**config.mk**
```make
export PLATFORM = sky130hd
export DESIGN_NAME = size_explore_harness
export DESIGN_NICKNAME = d
export VERILOG_FILES = /design/src/rtl/size_explore_harness.sv
export SDC_FILE = /design/constraint.sdc
export NUM_CORES = 1
export LEC_CHECK = 0
export ABC_AREA = 1
export BUFFER_PORTS_ARGS = -buffer_cell sky130_fd_sc_hd__clkbuf_2
export CORE_MARGIN = 3
export CORE_UTILIZATION = 35
export CTS_CLUSTER_DIAMETER = 60
export DETAILED_ROUTE_END_ITERATION = 6
export GPL_ROUTABILITY_DRIVEN = 0
export GPL_TIMING_DRIVEN = 1
export SLEW_MARGIN = 20
export SYNTH_ARGS = -nofsm -noshare
export SYNTH_HDL_FRONTEND = slang
export SYNTH_SLANG_ARGS = --single-unit
export TNS_END_PERCENT = 50
```
**constraint.sdc**
```tcl
create_clock -name clk -period 2.32 [get_ports clk]
set_input_delay 0.464 -clock clk [delete_from_list [all_inputs] [get_ports clk]]
set_output_delay 0.464 -clock clk [all_outputs]
set_load 0.02 [all_outputs]
```
**src/rtl/size_explore_harness.sv**
```systemverilog
// Serial-load operand wrapper around a selectable arithmetic component (ADDER/MULT/FMA/NONE).
// Define SIZE_EXPLORE_PIPE_EN to add a component-output register stage (2-cycle start->done).
module size_explore_harness #(
   parameter int    INPUT_WIDTH = 8,
   parameter string COMPONENT   = "ADDER"
) (
   input  logic       clk,
   input  logic       rst_n,
   input  logic       ena,
   input  logic [7:0] ui_in,
   output logic [7:0] uo_out,
   input  logic [7:0] uio_in,
   output logic [7:0] uio_out,
   output logic [7:0] uio_oe
);

   localparam int W    = INPUT_WIDTH;
   localparam int W2   = 2 * INPUT_WIDTH;
   localparam int KIND = (COMPONENT == "ADDER") ? 0 :
                         (COMPONENT == "MULT")  ? 1 :
                         (COMPONENT == "FMA")   ? 2 : 3;

   typedef enum logic [1:0] {
      IDLE  = 2'd0,
      LOAD  = 2'd1,
      READY = 2'd2,
      DONE  = 2'd3
   } state_t;

   state_t        state, state_next;
   logic [W-1:0]  op_a, op_a_next;
   logic [W-1:0]  op_b, op_b_next;
   logic [4:0]    bit_count, bit_count_next;
   logic          start_q;
   logic [31:0]   result, result_next;
   logic [W2-1:0] acc, acc_next;
   logic [31:0]   comp_out;
   logic [W:0]    sum;
   logic [W2-1:0] prod;
   logic [W2-1:0] fma_sum;
   logic          start_pulse;
   logic          shift;
   logic          clear;
   logic          unused_pins;

`ifdef SIZE_EXPLORE_PIPE_EN
   logic          busy, busy_next;
   logic [31:0]   pipe, pipe_next;
`endif

   assign shift       = ui_in[2];
   assign clear       = ui_in[6];
   assign start_pulse = ui_in[3] & ~start_q;
   assign unused_pins = &{1'b0, uio_in, ui_in[7]};

   // Component under exploration; result bits above its width stay zero.
   always_comb begin
      sum      = {1'b0, op_a} + {1'b0, op_b};
      prod     = {{W{1'b0}}, op_a} * {{W{1'b0}}, op_b};
      fma_sum  = acc + prod;
      comp_out = '0;
      case (KIND)
         0:       comp_out[W:0]    = sum;
         1:       comp_out[W2-1:0] = prod;
         2:       comp_out[W2-1:0] = fma_sum;
         default: comp_out         = '0;
      endcase
   end

   always_comb begin
      state_next     = state;
      op_a_next      = op_a;
      op_b_next      = op_b;
      bit_count_next = bit_count;
      result_next    = result;
      acc_next       = acc;
`ifdef SIZE_EXPLORE_PIPE_EN
      busy_next      = 1'b0;
      pipe_next      = pipe;
`endif
      if (clear) begin
         result_next    = '0;
         acc_next       = '0;
         bit_count_next = '0;
         state_next     = IDLE;
`ifdef SIZE_EXPLORE_PIPE_EN
      end else if (busy) begin
         // Second half of a pipelined compute; shifts and starts are ignored here.
         result_next = pipe;
         if (KIND == 2)
            acc_next = pipe[W2-1:0];
         state_next  = DONE;
`endif
      end else if (shift) begin
         op_a_next = W'({op_a, ui_in[0]});
         op_b_next = W'({op_b, ui_in[1]});
         if (state == LOAD) begin
            bit_count_next = bit_count + 5'd1;
            if (bit_count + 5'd1 == 5'(W))
               state_next = READY;
         end else begin
            bit_count_next = 5'd1;
            state_next     = (W == 1) ? READY : LOAD;
         end
      end else if (start_pulse && (state == READY || state == DONE)) begin
`ifdef SIZE_EXPLORE_PIPE_EN
         pipe_next   = comp_out;
         busy_next   = 1'b1;
         state_next  = READY;
`else
         result_next = comp_out;
         if (KIND == 2)
            acc_next = fma_sum;
         state_next  = DONE;
`endif
      end
   end

   always_ff @(posedge clk or negedge rst_n) begin
      if (!rst_n) begin
         state     <= IDLE;
         op_a      <= '0;
         op_b      <= '0;
         bit_count <= '0;
         start_q   <= 1'b0;
         result    <= '0;
         acc       <= '0;
`ifdef SIZE_EXPLORE_PIPE_EN
         busy      <= 1'b0;
         pipe      <= '0;
`endif
      end else if (ena) begin
         state     <= state_next;
         op_a      <= op_a_next;
         op_b      <= op_b_next;
         bit_count <= bit_count_next;
         start_q   <= ui_in[3];
         result    <= result_next;
         acc       <= acc_next;
`ifdef SIZE_EXPLORE_PIPE_EN
         busy      <= busy_next;
         pipe      <= pipe_next;
`endif
      end
   end

   assign uo_out  = result[{ui_in[5:4], 3'b000} +: 8];
   assign uio_out = {bit_count[3:0], (state == DONE),
                     (state == READY) | (state == DONE), state};
   assign uio_oe  = 8'hFF;

endmodule

```
==> out/results.ini <==
[critical_path]
arrival_ns = 1.80
startpoint_type = register
reg2reg_from = op_b[0]$_DFFE_PN0P_
worstSetupPathType = reg2reg
rr_worst_depth = 9
worstPathRequired_ns = 2.49
ff2ff_setup_slack_ns = 0.68
r2r-end = result[4]$_DFFE_PN0P_
crit_path_max_fanout = 4
cp-end-kind = register

[drt]
antenna_left = 0
wl_per_cell_um = 10.8
dr.pass1.iters = 4
drc_errors = 0
wirelength_mm = 3.61
drt_iter0_markers = 63
via_per_inst = 4.59
num_vias = 1530

[timing]
worst_pin_slew_ns = 0.798
slew_violations = 0
final-setup-viol-count = 0
slew_headroom = 0.468
post-route-min-period_ns = 1.64
finalHoldViolCount = 0
rsz0062_at_grt = false
clock.fmax_mhz = 610
finalClockSkew_ns = 0.00443
fin_crit_sh = 0.706
tns_ns = 0

[synth]
synthArstFlopShare = 1.00
ys_seq_area_frac = 0.418
syn_inst = 238
synth-seq-cells = 33
synthFlopType = dfrtp_1
synth_area_leaders = dfrtp_1 (42%), nand2_1 (8.5%), inv_1 (6.1%)
yosys_warnings = 0
synth.cell_area_um2 = 1980
synth.distinct_cells = 32
avgSynthCellArea_um2 = 8.31
synth_top_area_cell = dfrtp_1
netlist.area_leader.share = 0.418
synth-edff-count = 0

[clock_network]
clk_latency_ns = 0.28
cts_resized = 0
clkSinkCount = 33
cts_tree = built
cts_made_buffers = 5
cts.clk_slew.worst_paths_ns = 0.06
clk_path_buf_depth = 2
post_cts_buffers = 0
holdBufCountCts = 0
clockRootBuffer = clkbuf_8
cts-htree-levels = 2

[place]
placed_area_um2 = 2100
dp_hpwl_mm = 2.75
portBuffers = 25

[min_path]
hp-class = in2async

[global_routing]
track_usage = 0.118
grt_start_max_net_pins = 34
gr-total-overflow = 0
grt_pass1_wl_mm = 6.02
grt_pass1_vias = 1363
antenna_found_initial = 0

[die]
die_y_um = 81.2
initial_core_util = 0.375
ios = 43
coreArea_um2 = 5270
row_count = 26
dieWidth_um = 81.2
dieArea_um2 = 6590

[finish]
nets = 291
stdcell_area_um2 = 2180
drive_above_1_share = 0.213
register_area_um2 = 826
final_common_cell = nand2_1
multi_input_area_um2 = 921
synthToLayoutAreaGrowth_pct = 10.5
diodes = 0
most-common-layout-cells = nand2_1 (45), dfrtp_1 (33), inv_1 (32), clkbuf_2 (25), nor2_1 (19)
fillers = 569

[power_and_ir_drop]
power_uw = 1760
ir_worst_vdd_v = 0.000262
p_leak_uw = 0.00115
power_density_nw_per_um2 = 808

[run_status]
status = complete, no violations

[run]
maxCapViolCount = 0

flip-flops by register name, summed over array words and instances (netlist names):
name	flops
state	2
op_a	8
op_b	8
result	9
bit_count	5
start_q	1
power breakdown:
group | internal, uW | switching (uW) | leakage (uW) | total, uW
Combinational | 240 | 382 | 0.000691 | 623
Clock | 207 | 195 | 0.0000450 | 403
Sequential | 670 | 69.4 | 0.000418 | 739
worst max-delay path, cell delays in order (launching register included):
cell	delay (ns)
dfrtp_1	0.40
ha_1	0.20
inv_1	0.06
fa_1	0.35
inv_1	0.11
nand3_1	0.08
nand2_1	0.12
a21oi_1	0.07
o21ai_1	0.07
o21ai_1	0.07
metal layers:
layer,global-route usage,share of wire,up-vias
li1,-,-,798
met2,0.190,0.44,28
met4,0.0456,0.016,0
met3,0.0266,0.042,6
met5,0,0,-
met1,0.153,0.50,698
cell type report:
type                       instances  share of cell area
multi-input combinational        160               0.422
sequential                        33               0.378
clock inverter                     2             0.00458
timing repair buffer              26              0.0607
clock buffer                       6              0.0332
inverter                          36              0.0619
tap                               70              0.0401
per-stage QoR:
step,hold slack [ns],worst slack (ns),std cells,util
after floorplan,0.168,0.843,245,-
after global placement,0.462,0.696,325,0.399
after detailed placement,0.464,0.682,325,0.399
after CTS,0.290,0.679,333,0.415
after global routing,0.334,0.481,333,0.415
final,0.259,0.682,333,0.415
synthesized netlist by cell type, types with 2 or more instances:
master	count
inv_1	32
o21ai_1	8
nor2_4	2
o22ai_1	3
o21ai_0	7
o211ai_1	2
nand3_1	16
nand2_2	3
a21oi_2	6
a21oi_1	10
dfrtp_1	33
buf_6	2
inv_2	4
nand2_1	45
ha_1	9
nor2_1	19
nand2b_1	2
mux2_4	4
buf_4	12
nand4_1	7
how the worst max path moves through the flow:
stage | from | end | slack (ns) | cells past startpoint
global route | op_a[0]$_DFFE_PN0P_ | result[8]$_DFFE_PN0P_ | 0.48 | 10
global placement | op_a[0]$_DFFE_PN0P_ | result[4]$_DFFE_PN0P_ | 0.70 | 9
detailed placement | op_b[0]$_DFFE_PN0P_ | result[4]$_DFFE_PN0P_ | 0.68 | 9
floorplan | op_a[0]$_DFFE_PN0P_ | result[4]$_DFFE_PN0P_ | 0.84 | 9
finish | op_b[0]$_DFFE_PN0P_ | result[4]$_DFFE_PN0P_ | 0.68 | 9
CTS | op_a[0]$_DFFE_PN0P_ | result[8]$_DFFE_PN0P_ | 0.68 | 10
logic make-up after synthesis:
kind of cell | count (synthesis) | share of synthesized area
adders and majority gates | 10 | 0.0671
AOI/OAI and AO/OA | 41 | 0.129
other | 1 | 0.00190
muxes | 4 | 0.0304
DFF | 33 | 0.418
and+or+nand+nor | 97 | 0.224
buffers and inverters | 52 | 0.130
No activity file was read; power rests on OpenSTA's default activity.
